**src/rtl/ibex_compressed_encoder_pkg.sv**
```systemverilog
// ibex_compressed_encoder_pkg: RV32 opcode constants and fixed RVC encodings shared by the encoder files
package ibex_compressed_encoder_pkg;
  localparam logic [6:0] OPC_OP_IMM = 7'h13;
  localparam logic [6:0] OPC_OP     = 7'h33;
  localparam logic [6:0] OPC_LOAD   = 7'h03;
  localparam logic [6:0] OPC_STORE  = 7'h23;
  localparam logic [6:0] OPC_JALR   = 7'h67;
  localparam logic [6:0] OPC_SYSTEM = 7'h73;
  localparam logic [15:0] C_NOP     = 16'h0001;
  localparam logic [15:0] C_EBREAK  = 16'h9002;
endpackage

```
**src/rtl/ibex_compressed_encoder_core.sv**
```systemverilog
// ibex_compressed_encoder_core: combinational RV32 -> RVC re-encoder (instr in; cmp = compressible, c16 = 16-bit form out)
module ibex_compressed_encoder_core
  import ibex_compressed_encoder_pkg::*;
#(
  parameter bit CompressEn = 1'b1
) (
  input  logic [31:0] instr,
  output logic        cmp,
  output logic [15:0] c16
);
  logic [6:0] opc, f7;
  logic [4:0] rd, rs1, rs2;
  logic [2:0] f3;
  logic [11:0] imm_i, imm_s;
  logic imm6, is_addi, is_add, is_jalr;
  logic c_addi, c_li, c_slli, c_mv, c_add, c_jr, c_jalr, c_ebreak, c_lw, c_sw;
  assign opc   = instr[6:0];
  assign rd    = instr[11:7];
  assign f3    = instr[14:12];
  assign rs1   = instr[19:15];
  assign rs2   = instr[24:20];
  assign f7    = instr[31:25];
  assign imm_i = instr[31:20];
  assign imm_s = {instr[31:25], instr[11:7]};
  // imm fits the 6-bit signed field when bits [11:5] are a pure sign extension
  assign imm6    = imm_i[11:5] == '0 || imm_i[11:5] == '1;
  assign is_addi = opc == OPC_OP_IMM && f3 == 3'b000 && rd != 0;
  assign is_add  = opc == OPC_OP && f3 == 3'b000 && f7 == 0 && rd != 0 && rs2 != 0;
  assign is_jalr = opc == OPC_JALR && f3 == 3'b000 && imm_i == 0 && rs1 != 0;
  assign c_addi  = is_addi && rs1 == rd && imm_i != 0 && imm6;
  assign c_li    = is_addi && rs1 == 0 && imm6;
  assign c_slli  = opc == OPC_OP_IMM && f3 == 3'b001 && f7 == 0 && rd != 0 && rs1 == rd && rs2 != 0;
  assign c_mv    = is_add && rs1 == 0;
  assign c_add   = is_add && rs1 == rd;
  assign c_jr    = is_jalr && rd == 0;
  assign c_jalr  = is_jalr && rd == 5'd1;
  assign c_ebreak = instr == {12'h001, 13'h0, OPC_SYSTEM};
  // compressed loads/stores only reach x8..x15 and word offsets below 128
  assign c_lw = opc == OPC_LOAD && f3 == 3'b010 && rd[4:3] == 2'b01 && rs1[4:3] == 2'b01 &&
                imm_i[11:7] == 0 && imm_i[1:0] == 0;
  assign c_sw = opc == OPC_STORE && f3 == 3'b010 && rs2[4:3] == 2'b01 && rs1[4:3] == 2'b01 &&
                imm_s[11:7] == 0 && imm_s[1:0] == 0;
  assign cmp = CompressEn && (c_addi || c_li || c_slli || c_mv || c_add || c_jr || c_jalr ||
                              c_ebreak || c_lw || c_sw);
  always_comb begin
    c16 = c_addi   ? {3'b000, imm_i[5], rd, imm_i[4:0], 2'b01} :
          c_li     ? {3'b010, imm_i[5], rd, imm_i[4:0], 2'b01} :
          c_slli   ? {3'b000, 1'b0, rd, rs2, 2'b10} :
          c_mv     ? {4'b1000, rd, rs2, 2'b10} :
          c_add    ? {4'b1001, rd, rs2, 2'b10} :
          c_jr     ? {4'b1000, rs1, 5'b0, 2'b10} :
          c_jalr   ? {4'b1001, rs1, 5'b0, 2'b10} :
          c_ebreak ? C_EBREAK :
          c_lw     ? {3'b010, imm_i[5:3], rs1[2:0], imm_i[2], imm_i[6], rd[2:0], 2'b00} :
          c_sw     ? {3'b110, imm_s[5:3], rs1[2:0], imm_s[2], imm_s[6], rs2[2:0], 2'b00} :
                     16'h0000;
  end
endmodule

```
**src/rtl/ibex_compressed_encoder.sv**
```systemverilog
// ibex_compressed_encoder: compresses RV32 instructions and packs the 16/32-bit stream into LE words (valid/ready in and out, flush_i drains, idle_o when empty)
module ibex_compressed_encoder
  import ibex_compressed_encoder_pkg::*;
#(
  parameter bit CompressEn = 1'b1
) (
  input  logic        clk_i,
  input  logic        rst_ni,
  input  logic        in_valid_i,
  output logic        in_ready_o,
  input  logic [31:0] in_instr_i,
  input  logic        flush_i,
  output logic        out_valid_o,
  input  logic        out_ready_i,
  output logic [31:0] out_word_o,
  output logic        idle_o
);
  logic [15:0] hold_q, c16;
  logic hold_valid_q, flush_pend_q, cmp, accept, slot_free;
  ibex_compressed_encoder_core #(.CompressEn(CompressEn)) u_core (
    .instr(in_instr_i),
    .cmp  (cmp),
    .c16  (c16)
  );
  assign slot_free  = !out_valid_o || out_ready_i;
  assign in_ready_o = !flush_pend_q && slot_free;
  assign accept     = in_valid_i && in_ready_o;
  assign idle_o     = !hold_valid_q && !out_valid_o && !flush_pend_q;
  always_ff @(posedge clk_i or negedge rst_ni) begin
    if (!rst_ni) begin
      out_valid_o  <= 1'b0;
      out_word_o   <= '0;
      hold_q       <= '0;
      hold_valid_q <= 1'b0;
      flush_pend_q <= 1'b0;
    end else begin
      if (out_ready_i) out_valid_o <= 1'b0;
      if (accept) begin
        if (cmp && !hold_valid_q) begin
          hold_q       <= c16;
          hold_valid_q <= 1'b1;
        end else begin
          out_valid_o <= 1'b1;
          out_word_o  <= cmp ? {c16, hold_q} : hold_valid_q ? {in_instr_i[15:0], hold_q} : in_instr_i;
          // a 32-bit instruction straddling the word boundary leaves its upper half held
          if (cmp) hold_valid_q <= 1'b0;
          if (!cmp && hold_valid_q) hold_q <= in_instr_i[31:16];
        end
      end else if (flush_pend_q && slot_free) begin
        if (hold_valid_q) begin
          out_word_o   <= {C_NOP, hold_q};
          out_valid_o  <= 1'b1;
          hold_valid_q <= 1'b0;
        end
        flush_pend_q <= 1'b0;
      end
      if (flush_i) flush_pend_q <= 1'b1;
    end
  end
endmodule
```
**config.mk**
```make
export PLATFORM = sky130hd
export DESIGN_NAME = ibex_compressed_encoder
export DESIGN_NICKNAME = d
export VERILOG_FILES = /design/src/rtl/ibex_compressed_encoder_pkg.sv /design/src/rtl/ibex_compressed_encoder_core.sv /design/src/rtl/ibex_compressed_encoder.sv
export SDC_FILE = /design/constraint.sdc
export NUM_CORES = 1
export LEC_CHECK = 0
export ABC_AREA = 1
export BUFFER_PORTS_ARGS = -buffer_cell sky130_fd_sc_hd__buf_2
export CAP_MARGIN = 20
export CORE_MARGIN = 2
export CORE_UTILIZATION = 55
export DETAILED_ROUTE_END_ITERATION = 16
export GPL_ROUTABILITY_DRIVEN = 0
export GPL_TIMING_DRIVEN = 1
export PLACE_DENSITY = 0.8
export SLEW_MARGIN = 20
export SYNTH_ARGS = -nofsm -noshare
export SYNTH_HDL_FRONTEND = slang
export SYNTH_SLANG_ARGS = --single-unit
```
**constraint.sdc**
```tcl
create_clock -name clk_i -period 2.8 [get_ports clk_i]
set_input_delay 0.14 -clock clk_i [delete_from_list [all_inputs] [get_ports clk_i]]
set_output_delay 0.14 -clock clk_i [all_outputs]
set_load 0.02 [all_outputs]
```
# Yosys cells after proc, flatten, opt, wreduce, memory -nomap -nowiden
# Index checks and enable logic that the tools add are counted.
dict set report word_totals {
  reg_bits 51
  latchBits 0
  ram_bits 0
  rom_bits 0
  input_bits 37
  out_inout_bits 35
  wordCells 126
  memories 0
}
dict set report classes {
  addsub 0
  multipliers 0
  div_mod_pow 0
  magnitude_cmp 0
  n_eq_ne 17
  shifts 0
  mux 29
  bitwise_logic 0
  reduce_logical 75
}
# operator count
set op_table {}
lappend op_table {{2-to-1 mux 16 bit} 12}
lappend op_table {{2-to-1 mux 32 bit} 6}
lappend op_table {{logical AND 1 bit} 40}
lappend op_table {{equality test 32 x 21 -> 1 bit (second input constant)} 1}
lappend op_table {{logical NOT 5 bit} 3}
lappend op_table {{nonzero test 5 bit} 3}
lappend op_table {{equality test 7 x 6 -> 1 bit (second input constant)} 2}
lappend op_table {{equality test 7 bit (second input constant)} 2}
lappend op_table {{logical NOT 12 bit} 1}
lappend op_table {{nonzero test 12 bit} 1}
lappend op_table {{logical OR 1 bit} 11}
lappend op_table {{2-to-1 mux 1 bit} 11}
lappend op_table {{nonzero test 2 bit} 4}
lappend op_table {{equality test 7 x 2 -> 1 bit (second input constant)} 1}
lappend op_table {{equality test 7 x 5 -> 1 bit (second input constant)} 1}
lappend op_table {{logical NOT 7 bit} 1}
lappend op_table {{equality test 2 x 1 -> 1 bit (second input constant)} 3}
lappend op_table {{AND reduction 2 bit} 3}
lappend op_table {{equality test 5 x 1 -> 1 bit (second input constant)} 1}
lappend op_table {{equality test 5 bit} 1}
lappend op_table {{logical NOT 1 bit} 4}
lappend op_table {{logical NOT 2 bit} 2}
lappend op_table {{!= test 2 bit (second input constant)} 2}
lappend op_table {{equality test 3 x 1 -> 1 bit (second input constant)} 1}
lappend op_table {{other kinds (4)} 4}

# Logic depth before layout (Yosys ltp)
# Gate-level depths: netlist of the first run.
dict set report depth {
  word_depth 19
  mapped_depth 19
}

# By module
# Synthesis of the first run repeated with hierarchy kept, for this count alone.
dict set report hier_totals {
  cells_unflattened 570
  hier_area_um2 3741.1
}
# mod n_inst cells_each area_per_inst_um2
set modules_own_cells {}
lappend modules_own_cells {ibex_compressed_encoder 1 397 2875.3}
lappend modules_own_cells {ibex_compressed_encoder_core 1 173 865.8}

# Worst setup path after synthesis of the first run
# Ideal clock, no wire load.
dict set report synth_timing {
  path_kind {input to register}
  startpoint {input port in_instr_i[30]}
  endpoint {register out_word_o[21]}
  arrival_time_ns 2.355
  required_ns 2.731
  path_slack_ns 0.376
  stages 18
  path_buffers 2
  cell_sequence {inv_2 -> nand3_1 -> inv_1 -> nand2_1 -> nor2_1 -> nand2_1 -> nand2_1 -> inv_2 -> buf_2 -> nand2_1 -> ha_1 -> nor2_4 -> inv_1 -> nand2_2 -> inv_2 -> clkbuf_1 -> nand2_1 -> nand3_1}
}
dict set report synth_via {
  elab_chain_len 16
  elab_cells_between_ends 52
}
# item line_no
set synth_lines {}
lappend synth_lines {{from (decl)} ibex_compressed_encoder.sv:11} ;# input logic [31:0] in_instr_i,
lappend synth_lines {{logical NOT 5 bit / logical NOT 7 bit (equally long branches)} n/a}
lappend synth_lines {{logical AND 1 bit, on equally long branches} {ibex_compressed_encoder_core.sv:41, ibex_compressed_encoder_core.sv:32}}
lappend synth_lines {{logical AND 1 bit, on equally long branches} {ibex_compressed_encoder_core.sv:42, ibex_compressed_encoder_core.sv:32}}
lappend synth_lines {{2-to-1 mux 16 bit / logical AND 1 bit (equally long branches)} {ibex_compressed_encoder_core.sv:55, ibex_compressed_encoder_core.sv:32}}
lappend synth_lines {{2-to-1 mux 16 bit / logical AND 1 bit (equally long branches)} {ibex_compressed_encoder_core.sv:54, ibex_compressed_encoder_core.sv:32}}
lappend synth_lines {{2-to-1 mux 16 bit / logical OR 1 bit (equally long branches)} {ibex_compressed_encoder_core.sv:53, ibex_compressed_encoder_core.sv:43}}
lappend synth_lines {{2-to-1 mux 16 bit / logical OR 1 bit (equally long branches)} {ibex_compressed_encoder_core.sv:52, ibex_compressed_encoder_core.sv:43}}
lappend synth_lines {{2-to-1 mux 16 bit / logical OR 1 bit (equally long branches)} {ibex_compressed_encoder_core.sv:51, ibex_compressed_encoder_core.sv:43}}
lappend synth_lines {{2-to-1 mux 16 bit / logical OR 1 bit (equally long branches)} {ibex_compressed_encoder_core.sv:50, ibex_compressed_encoder_core.sv:43}}
lappend synth_lines {{2-to-1 mux 16 bit / logical OR 1 bit (equally long branches)} {ibex_compressed_encoder_core.sv:49, ibex_compressed_encoder_core.sv:43}}
lappend synth_lines {{2-to-1 mux 16 bit / logical OR 1 bit (equally long branches)} {ibex_compressed_encoder_core.sv:48, ibex_compressed_encoder_core.sv:43}}
lappend synth_lines {{2-to-1 mux 16 bit / logical OR 1 bit (equally long branches)} {ibex_compressed_encoder_core.sv:47, ibex_compressed_encoder_core.sv:44}}
lappend synth_lines {{2-to-1 mux 16 bit / logical OR 1 bit (equally long branches)} {ibex_compressed_encoder_core.sv:46, ibex_compressed_encoder_core.sv:44}}
lappend synth_lines {{2-to-1 mux 32 bit / logical AND 1 bit (equally long branches)} {ibex_compressed_encoder.sv:44, ibex_compressed_encoder.sv:39}}
lappend synth_lines {{2-to-1 mux 32 bit / != test 2 bit (equally long branches)} n/a}
lappend synth_lines {{2-to-1 mux 32 bit / AND reduction 3 bit (equally long branches)} n/a}
lappend synth_lines {{to (signal assigned)} ibex_compressed_encoder.sv:44} ;# out_word_o <= cmp ? {c16, hold_q} : hold_valid_q ? {in_instr_i[15:0], hold_q} : in_instr_i;
lappend synth_lines {{to (signal assigned)} ibex_compressed_encoder.sv:51} ;# out_word_o <= {C_NOP, hold_q};
lappend synth_lines {{to (decl)} ibex_compressed_encoder.sv:15} ;# output logic [31:0] out_word_o,
# Several ways; a longest one is shown, not always the timed one. The select of a mux whose other input is x is not followed.
# A chain may end at the register's enable or synchronous reset.

# Final worst setup path of the first run
dict set report layout_timing {
  startpoint {input port in_instr_i[1]}
  endpoint {register hold_q[12]}
}
dict set report layout_via {
  elab_chain_len 19
  elab_cells_between_ends 64
}
# item line_no
set layout_lines {}
lappend layout_lines {{parallel branches: the longest is 19 deep, another holds 2-to-1 mux 16 bit} n/a}
lappend layout_lines {{to (signal assigned)} ibex_compressed_encoder.sv:47} ;# if (!cmp && hold_valid_q) hold_q <= in_instr_i[31:16];
lappend layout_lines {{to (decl)} ibex_compressed_encoder.sv:18} ;# logic [15:0] hold_q, c16;
# Parallel ways; which one is timed is not known.

==> results.sh, run 1 <==
export IMPL_status="finished, final reports clean"
export IMPL_grt_use_total_pct=33.6
export IMPL_stdcell_area_um2=4430
export IMPL_htree_levels=2
export IMPL_worstMarginPinSlew_ps=695
export IMPL_cts_reportedPaths_clkPinSlew_ps=100
export IMPL_tns_ps=0
export IMPL_async_flop_share_pct=100
export IMPL_syn_nets=628
export IMPL_dp_worst_setup_slack_ps=47.9
export IMPL_crit_chain="buf_2 -> nand2_1 -> nor2_2 -> nand3_2 -> nor2_1 -> nand2_1 -> nor2_1 -> nor2_2 -> nand2_2 -> nor2_8 -> nand2_1 -> ha_1 -> nor2_1 -> inv_1 -> a21oi_1 -> a22oi_1"
export IMPL_startpoint_type="input pin"
export IMPL_die_area_um2=7690
export IMPL_cp_top_family="simple AND/OR/NAND/NOR gates"
export IMPL_dp_hpwl_um=9650
export IMPL_worst_slack_ps=271
export IMPL_worstPathArrival_ps=2690
export IMPL_cts_num_sinks=51
export IMPL_areaGrowthSynthToFinish_pct=15.1
export IMPL_met1_usage_pct=42.7
export IMPL_synth_edf_count=0
export IMPL_ant_nets=0
export IMPL_routed_via_density=5.90
export IMPL_route_vias_total=4464
export IMPL_drive_gt1_share_pct=22.2
export IMPL_portBuffers=71
export IMPL_grt_pass1_vias=4151
export IMPL_grt_met3_usage_pct=8.29
export IMPL_fin_skew_ps=9.78
export IMPL_row_count=30
export IMPL_crit_buf_inv=2
export IMPL_crit_path_top_delay_cell="inv_1"
export IMPL_seq_area_frac_synth_pct=33.1
export IMPL_placed_area_um2=4310
export IMPL_maxSlewViolCount=0
export IMPL_antenna_found_initial=0
export IMPL_top_usage_layer="met2"
export IMPL_cts_tree="yes"
export IMPL_required_ps=2960
export IMPL_cp_max_fo=22
export IMPL_cts_buffers=5
export IMPL_synthCells=589
export IMPL_utilization_pct=65.3
export IMPL_endpoint_kind="flop"
export IMPL_fin_nets=699
export IMPL_cpPeakStageDelay_ps=330
export IMPL_syn_avg_cell_area_um2=6.54
export IMPL_synthesis_area_um2=3850
export IMPL_period_share_pct=90.3
export IMPL_rsz0062_at_grt="false"
export IMPL_coreArea_um2=6790
export IMPL_hold_path_class="input pin to flop"
export IMPL_dr_pass1_iters=6
export IMPL_ys_flop_type="dfrtp_1"
export IMPL_wire_per_inst_um=16.4
export IMPL_die_h_um=87.7
export IMPL_max_freq_ghz=0.395
export IMPL_peakVddDrop_mv=0.297
export IMPL_ioPinCount=72
export IMPL_root_buffer="clkbuf_8"
export IMPL_synthDistinctLibCells=38
export IMPL_power_density_nw_per_um2=446
export IMPL_period_needed_ps=2530
export IMPL_antenna_cells=0
export IMPL_drt_iter0_drc=556
export IMPL_routed_wirelength_um=12400
export IMPL_crit_type="input pin to flop"
export IMPL_power_leakage_nw=2.25
export IMPL_yosys_warnings=0
export IMPL_grt_max_degree=32
export IMPL_clockBufferDepth=2
export IMPL_drc_errors=0
export IMPL_overflow=0
export IMPL_initial_utilization_pct=56.7
export IMPL_met2_usage_pct=54.2
export IMPL_setup_violations=0
export IMPL_die_x_um=87.7
export IMPL_slew_limit_headroom_pct=53.6
export IMPL_maxCapViolations=0
export IMPL_insertion_delay_ps=310
export IMPL_synth_seq_cells=51
export IMPL_grt_pass1_wl_um=20200
export IMPL_finalHoldViolCount=0
## cell families after synthesis
kind of cell	Yosys count	synth area share, %
buffers and inverters	92	9.94
DFF	51	33.1
adders and majority gates	2	0.649
AOI/OAI and AO/OA	80	11.5
xor gates and xnor gates	1	0.227
and+or+nand+nor	363	44.6
## worst reg2reg max path: stages, from the launching register on
cell     delay, ps
dfrtp_1        410
inv_1           60
nor2_1          50
nor2_1         120
nand2_1        210
nor2_2         420
buf_4          270
nand4_1        210
nand3_1        150
nand2_1         50
## cell type report
cell class / count / area (µm²)
Tap cell: 96 / 120
Fill cell: 627 / 2360
Inverter: 71 / 267
Clock inverter: 3 / 46.3
Clock buffer: 5 / 68.8
Sequential cell: 51 / 1280
Multi-Input combinational cell: 446 / 2190
Timing Repair Buffer: 85 / 463
## through the flow
stage	hold WS [ps]	std cells	power [W]
2_1_floorplan	-156	589	0.00123
3_3_place_gp	177	748	0.00144
3_5_place_dp	181	748	0.00145
4_1_cts	28.1	757	0.00198
5_1_grt	21.7	757	0.00208
6_report	29.0	757	0.00198
## path summary, 6_finish.rpt
kind / cells after the start / from / slack (ps) / to
worst max register to register: 9 / out_valid_o$_DFF_PN0_ / 750 / out_word_o[15]$_DFFE_PN0P_
worst max-delay path: 16 / in_instr_i[1] / 270 / hold_q[12]$_DFFE_PN0P_
worst min-delay path: 2 / flush_i / 30 / flush_pend_q$_DFFE_PN0P_
min in group asynchronous: 2 / rst_ni / 360 / out_word_o[7]$_DFFE_PN0P_
worst min register to register: 2 / out_word_o[8]$_DFFE_PN0P_ / 480 / out_word_o[8]$_DFFE_PN0P_
max in group asynchronous: 3 / rst_ni / 1680 / out_word_o[27]$_DFFE_PN0P_
## metal layers
| layer | wire [µm] | share of wire (%) |
|---|---|---|
| met3 | 1310 | 11 |
| met5 | 0 | 0 |
| met4 | 520 | 4.2 |
| met1 | 4820 | 39 |
| met2 | 5770 | 46 |
## power by group
part / switching (W) / internal [W]
clock network: 0.000267 / 0.000270
registers: 0.0000521 / 0.000836
logic: 0.000379 / 0.000176
total: 0.000698 / 0.00128
## timing repair
item / in CTS / in global routing
gates resized for setup: 0 / 0
hold buffers: 1 / 0
setup buffers: 0 / 0
hold endpoints to repair: 27 / 0
## synthesized netlist by cell type, types with 2 or more instances
library cell,number,share of area (%)
a21oi_1,18,2.3
buf_2,3,0.39
buf_4,3,0.58
clkbuf_1,12,1.2
dfrtp_1,51,33
ha_1,2,0.65
inv_1,54,5.3
inv_2,16,1.6
nand2_1,165,16
nand2_2,11,1.8
nand3_1,83,11
nand3_2,4,1.0
nand4_1,21,3.4
nor2_1,43,4.2
nor2_2,12,1.9
nor2_4,4,1.2
nor3_1,12,1.6
o211ai_1,5,0.97
o21ai_0,39,5.1
o21ai_1,6,0.78
o21bai_1,4,0.78
o22ai_1,5,0.81
## placed cells by master, fill, tap and decap left out, drive strengths merged, types with 2 or more instances in the layout
cell,netlist,routed
dfrtp,51,51
nor2,60,60
clkbuf,13,5
buf,8,84
ha,2,2
o22ai,5,5
o21bai,5,5
nand3,88,88
nor3,14,14
inv,70,71
o211ai,5,5
a21oi,18,18
nand2,177,177
o21ai,46,46
nand4,22,22
## sequential cells by signal, summed over array words and instances, names as in the netlist
signal,flops
out_valid_o,1
out_word_o,32
hold_valid_q,1
hold_q,16
flush_pend_q,1
(Power assumes the default switching activity.)
==> run 2, diff against run 1 <==
--- a/config.mk
+++ b/config.mk
@@ -9,11 +9,11 @@
 export BUFFER_PORTS_ARGS = -buffer_cell sky130_fd_sc_hd__buf_2
 export CAP_MARGIN = 20
 export CORE_MARGIN = 2
-export CORE_UTILIZATION = 55
+export CORE_UTILIZATION = 43
 export DETAILED_ROUTE_END_ITERATION = 16
 export GPL_ROUTABILITY_DRIVEN = 0
 export GPL_TIMING_DRIVEN = 1
-export PLACE_DENSITY = 0.8
+export PLACE_DENSITY = 0.65
 export SLEW_MARGIN = 20
 export SYNTH_ARGS = -nofsm -noshare
 export SYNTH_HDL_FRONTEND = slang
==> run 2 against run 1 <==
- cell count up 2.1%
- utilization is 14 points lower
- sequential share of layout area decreased by 0.16 points
- count of clock-buffer cells in the layout rose by 2
- flip-flop and latch count stayed put
- clock skew is 2.9 ps lower
- critical endpoint is now hold_q[2]$_DFFE_PN0P_
- worst setup slack better by 25 ps
- via count is 2.0% lower
- largest cell class unchanged
- highest routed layer unchanged
- cell area up 0.56%
- combinational power increased by 0.7%
- first-iteration DRC count shrank 32%
==> results.sh, run 2 (same netlist as run 1, synthesis figures left out) <==
export IMPL_row_count=34
export IMPL_final_common_cell="nand2_1"
export IMPL_die_x_um=98.7
export IMPL_max_freq_ghz=0.399
export IMPL_fin_skew_ps=6.91
export IMPL_fin_nets=703
export IMPL_period_share_pct=89.4
export IMPL_worstPathArrival_ps=2740
export IMPL_routed_wirelength_um=12800
export IMPL_period_needed_ps=2500
export IMPL_cts_resized=0
export IMPL_fillerInstances=915
export IMPL_power_leakage_nw=2.27
export IMPL_initial_utilization_pct=44.2
export IMPL_routed_via_density=5.66
export IMPL_hold_start="flush_i"
export IMPL_largestRegisters="out_word_o (32), hold_q (16)"
export IMPL_dp_hpwl_um=9950
export IMPL_maxCapViolations=0
export IMPL_grt_max_degree=52
export IMPL_antenna_cells=0
export IMPL_grt_pass1_vias=4078
export IMPL_cp_common_cell="nand2_1"
export IMPL_rr_endpoint="hold_q[2]$_DFFE_PN0P_"
export IMPL_ioPinCount=72
export IMPL_drc_errors=0
export IMPL_ant_nets=0
export IMPL_clockBufferDepth=2
export IMPL_startpoint_type="input pin"
export IMPL_grt_use_total_pct=26.5
export IMPL_status="finished, final reports clean"
export IMPL_cp_max_fo=22
export IMPL_drt_iter0_drc=376
export IMPL_cp_top_family="simple AND/OR/NAND/NOR gates"
export IMPL_die_h_um=98.7
export IMPL_rsz0062_at_grt="false"
export IMPL_r2r_start="hold_valid_q$_DFFE_PN0P_"
export IMPL_crit_type="input pin to flop"
export IMPL_postCtsHoldBufs=1
export IMPL_insertion_delay_ps=310
export IMPL_root_buffer="clkbuf_8"
export IMPL_power_density_nw_per_um2=426
export IMPL_post_cts_repair_setup_buffers=0
export IMPL_drive_gt1_share_pct=22.6
export IMPL_regMostFlops="out_word_o"
export IMPL_portBuffers=71
export IMPL_cts_buffers=5
export IMPL_worstMarginPinSlew_ps=697
export IMPL_hold_path_class="input pin to flop"
export IMPL_crit_path_top_delay_cell="inv_1"
export IMPL_finalHoldViolCount=0
export IMPL_r2r_cells=8
export IMPL_crit_buf_inv=2
export IMPL_reg2reg_setup_slack_ps=770
export IMPL_setup_violations=0
export IMPL_overflow=0
export IMPL_antenna_found_initial=0
export IMPL_crit_chain="buf_2 -> nand2_1 -> nor2_2 -> nand3_2 -> nor2_1 -> nand2_1 -> nor2_1 -> nor2_2 -> nand2_2 -> nor2_8 -> nand2_1 -> ha_1 -> nor2_1 -> inv_1 -> a21oi_1 -> nand2_1 -> o21ai_0"
export IMPL_route_vias_total=4373
export IMPL_die_area_um2=9730
export IMPL_largest_reg_flops=32
export IMPL_maxSlewViolCount=0
export IMPL_peakVddDrop_mv=0.227
export IMPL_holdPathEnd="flush_pend_q$_DFFE_PN0P_"
export IMPL_wire_per_inst_um=16.6
export IMPL_required_ps=3040
export IMPL_layout_common_cells="nand2_1, nand3_1, buf_2, inv_1, dfrtp_1"
export IMPL_htree_levels=2
export IMPL_utilization_pct=51.1
export IMPL_cts_num_sinks=51
export IMPL_endpoint_kind="flop"
export IMPL_hold_depth=2
export IMPL_cpPeakStageDelay_ps=320
export IMPL_dr_pass1_iters=5
export IMPL_tns_ps=0
export IMPL_grt_pass1_wl_um=20700
export IMPL_cts_tree="yes"
export IMPL_slew_limit_headroom_pct=53.5
export IMPL_cts_reportedPaths_clkPinSlew_ps=100
export IMPL_areaGrowthSynthToFinish_pct=15.8
export IMPL_coreArea_um2=8720
-- run 2: layout make-up --
class                   count  area (µm²)  share of cell area, %
multi-input cells         446        2190                   49.2
flip-flops and latches     51        1280                   28.6
repair buffers             89         493                   11.1
inverters                  71         267                   5.98
well taps                 108         135                   3.03
clock buffers               7        86.3                   1.94
clock inverters             1        8.76                  0.196
-- run 2: metrics by stage --
step	instances	setup slack [ps]	hold slack [ps]	power [W]	instance area, µm²
after detailed placement	764	37.6	313	0.00146	4350
after CTS	773	356	27.1	0.00192	4460
final	773	295	28.8	0.00190	4460
after global routing	773	93.5	23.9	0.00201	4460
after floorplan	589	376	-156	0.00123	3850
after global placement	764	24.3	288	0.00145	4350
-- run 2: worst max-delay path by stage --
stage	to	from	slack (ps)	cells after the start
floorplan	out_word_o[21]$_DFFE_PN0P_	in_instr_i[30]	380	18
global placement	hold_q[2]$_DFFE_PN0P_	in_instr_i[1]	20	17
detailed placement	hold_q[2]$_DFFE_PN0P_	in_instr_i[1]	40	17
finish	hold_q[2]$_DFFE_PN0P_	in_instr_i[1]	300	17
CTS	hold_q[2]$_DFFE_PN0P_	in_instr_i[1]	360	17
global route	hold_q[2]$_DFFE_PN0P_	in_instr_i[1]	90	17
-- run 2: worst reg2reg max path, delay by kind of cell (launching register included) --
kind / cells / cell delay, ps
adders and majority gates: 1 / 280
buffers and inverters: 3 / 860
and+or+nand+nor: 2 / 200
DFF: 1 / 360
AOI/OAI and AO/OA: 2 / 220
-- run 2: layer usage --
metal | share of wire [%] | track usage (%)
met5 | 0 | 0
met4 | 3.4 | 11.1
met3 | 7.8 | 4.18
met2 | 46 | 42.9
met1 | 43 | 35.4
-- run 2: power by group --
| group | switching, W | total, W | internal, W |
|---|---|---|---|
| Sequential | 0.0000500 | 0.000886 | 0.000836 |
| Combinational | 0.000379 | 0.000559 | 0.000179 |
| Clock | 0.000254 | 0.000457 | 0.000203 |
==> run 3, diff against run 2 <==
--- a/config.mk
+++ b/config.mk
@@ -13,7 +13,7 @@
 export DETAILED_ROUTE_END_ITERATION = 16
 export GPL_ROUTABILITY_DRIVEN = 0
 export GPL_TIMING_DRIVEN = 1
-export PLACE_DENSITY = 0.65
+export PLACE_DENSITY = 0.68
 export SLEW_MARGIN = 20
 export SYNTH_ARGS = -nofsm -noshare
 export SYNTH_HDL_FRONTEND = slang
==> constraint.sdc (replaced) <==
create_clock -name clk_i -period 2.16 [get_ports clk_i]
set_input_delay 0.108 -clock clk_i [delete_from_list [all_inputs] [get_ports clk_i]]
set_output_delay 0.108 -clock clk_i [all_outputs]
set_load 0.02 [all_outputs]
==> run 3 against run 2 <==
- global-route usage increased by 0.71 points
- count of clock-buffer cells in the layout fell by 1
- via count is 7.2% higher
- cell count up 11%
- largest cell class unchanged
- critical path type unchanged
- critical path depth is the same
- register-to-register slack worse by 450 ps
- worst hold slack better by 94 ps
- routed wire length increased by 2.7%
- sequential share of layout area decreased by 4.1 points
- utilization increased by 8.6 points
==> results.sh, run 3 (same netlist as run 1, synthesis figures left out) <==
export IMPL_drt_iter0_drc=408
export IMPL_route_vias_total=4686
export IMPL_grt_pass1_vias=4417
export IMPL_wl_met1_um=5760
export IMPL_insertion_delay_ps=310
export IMPL_dp_worst_setup_slack_ps=-166
export IMPL_holdPathEnd="flush_pend_q$_DFFE_PN0P_"
export IMPL_cp_max_fo=17
export IMPL_route_met2_wl_um=5980
export IMPL_routed_wirelength_um=13200
export IMPL_htree_levels=2
export IMPL_regMostFlops="out_word_o"
export IMPL_cts_num_sinks=51
export IMPL_slew_limit_headroom_pct=50.5
export IMPL_period_share_pct=92.6
export IMPL_fin_nets=790
export IMPL_largest_reg_flops=32
export IMPL_crit_type="input pin to flop"
export IMPL_r2r_cells=9
export IMPL_layout_common_cells="nand2_1, buf_4, nand3_1, buf_2, inv_1"
export IMPL_max_freq_ghz=0.500
export IMPL_root_buffer="clkbuf_8"
export IMPL_worstPathArrival_ps=2250
export IMPL_final_common_cell="nand2_1"
export IMPL_maxCapViolations=0
export IMPL_reg2reg_setup_slack_ps=320
export IMPL_coreArea_um2=8720
export IMPL_intPower_w=0.00179
export IMPL_pwr_share_comb_pct=31.1
export IMPL_die_area_um2=9730
export IMPL_fin_skew_ps=7.84
export IMPL_stdcell_area_um2=5210
export IMPL_ioPinCount=72
export IMPL_startpoint_type="input pin"
export IMPL_grt_use_total_pct=27.2
export IMPL_worstMarginPinSlew_ps=743
export IMPL_setup_violations=0
export IMPL_wl_met3_um=954
export IMPL_portBuffers=71
export IMPL_peakVddDrop_mv=0.301
export IMPL_cts_buffers=5
export IMPL_largestRegisters="out_word_o (32), hold_q (16)"
export IMPL_row_count=34
export IMPL_cts_reportedPaths_clkPinSlew_ps=100
export IMPL_power_density_nw_per_um2=519
export IMPL_switching_share_pct=33.8
export IMPL_rsz0062_at_grt="false"
export IMPL_top_layer="met4"
export IMPL_overflow=0
export IMPL_die_h_um=98.7
export IMPL_die_x_um=98.7
export IMPL_pwr_share_seq_pct=42.5
export IMPL_ant_nets=0
export IMPL_status="finished, final reports clean"
export IMPL_power_leakage_nw=2.71
export IMPL_drc_errors=0
export IMPL_drive_gt1_share_pct=33.1
export IMPL_hold_path_class="input pin to flop"
export IMPL_wire_per_inst_um=15.3
export IMPL_rr_endpoint="out_word_o[10]$_DFFE_PN0P_"
export IMPL_hold_depth=4
export IMPL_clockBufferDepth=2
export IMPL_antenna_found_initial=0
export IMPL_endpoint_kind="flop"
export IMPL_grt_max_degree=33
export IMPL_grt_pass1_wl_um=21400
export IMPL_power_share_clock_pct=26.4
export IMPL_initial_utilization_pct=44.2
export IMPL_cts_tree="yes"
export IMPL_period_needed_ps=2000
export IMPL_required_ps=2410
export IMPL_antenna_cells=0
export IMPL_r2r_start="out_valid_o$_DFF_PN0_"
export IMPL_placed_area_um2=5040
export IMPL_routed_via_density=5.45
export IMPL_dr_pass1_iters=6
export IMPL_maxSlewViolCount=0
export IMPL_worst_slack_ps=160
export IMPL_dp_hpwl_um=10700
export IMPL_hold_start="out_ready_i"
export IMPL_finalHoldViolCount=0
export IMPL_areaGrowthSynthToFinish_pct=35.3
export IMPL_p_sw_w=0.000915
## run 3: how the worst max path moves through the flow
stage,slack (ps),to,start
after floorplan,-10,out_word_o[26]$_DFFE_PN0P_,in_instr_i[26]
after global placement,-110,hold_q[2]$_DFFE_PN0P_,in_instr_i[10]
after detailed placement,-170,hold_q[3]$_DFFE_PN0P_,in_instr_i[1]
after CTS,140,hold_q[3]$_DFFE_PN0P_,in_instr_i[1]
after global routing,0.4,hold_q[7]$_DFFE_PN0P_,in_instr_i[27]
final,160,hold_q[3]$_DFFE_PN0P_,in_instr_i[17]
## run 3: critical path, cell delays in order
cell	delay [ps]
buf_2	130
buf_4	140
nor2_1	130
nand4_2	130
buf_4	170
nor2_1	130
nor2_2	70
nand2_2	130
nor2_8	50
nand2_2	60
ha_2	270
nor2_1	140
inv_1	70
buf_4	200
a21oi_1	140
o21ai_0	100
nand2_1	70
## run 3: power by group through the flow
| stage | Sequential, W | Clock [W] | Combinational, W |
|---|---|---|---|
| after floorplan | 0.00131 | 0 | 0.000285 |
| after global placement | 0.00116 | 0 | 0.000822 |
| after detailed placement | 0.00117 | 0 | 0.000830 |
| after CTS | 0.00115 | 0.000732 | 0.000837 |
| after global routing | 0.00117 | 0.000766 | 0.000922 |
| final | 0.00115 | 0.000713 | 0.000840 |
## run 3: through the flow
stage                     setup TNS, ps  util [%]  hold WS, ps  cells  total power (W)
after floorplan                    -135         -         -188    589          0.00160
after global placement            -2610      57.8          193    850          0.00198
after detailed placement          -3030      57.8          205    850          0.00200
after CTS                             0      59.4          121    860          0.00272
after global routing                  0      59.8          144    860          0.00285
final                                 0      59.8          123    860          0.00270
## run 3: area by class of cell
cell class	instances	area (µm²)
multi-input cells	446	2240
flip-flops and latches	51	1280
clock inverters	2	38.8
clock buffers	6	82.6
fillers	839	3510
inverters	71	268
repair buffers	176	1170
well taps	108	135
## run 3: repair_timing
| action | CTS | global route |
|---|---|---|
| hold buffers | 2 | 0 |
| endpoints found under the hold margin | 31 | 0 |
| setup endpoints to repair | 0 | 14 |
| gates resized for setup | 0 | 10 |
| buffers inserted | 0 | 0 |
## run 3: layer usage
metal / global-route usage (%) / vias up
met2: 43.6 / 219
met1: 36.9 / 2182
met3: 4.54 / 34
li1: - / 2251
met5: 0 / -
met4: 10.6 / 0
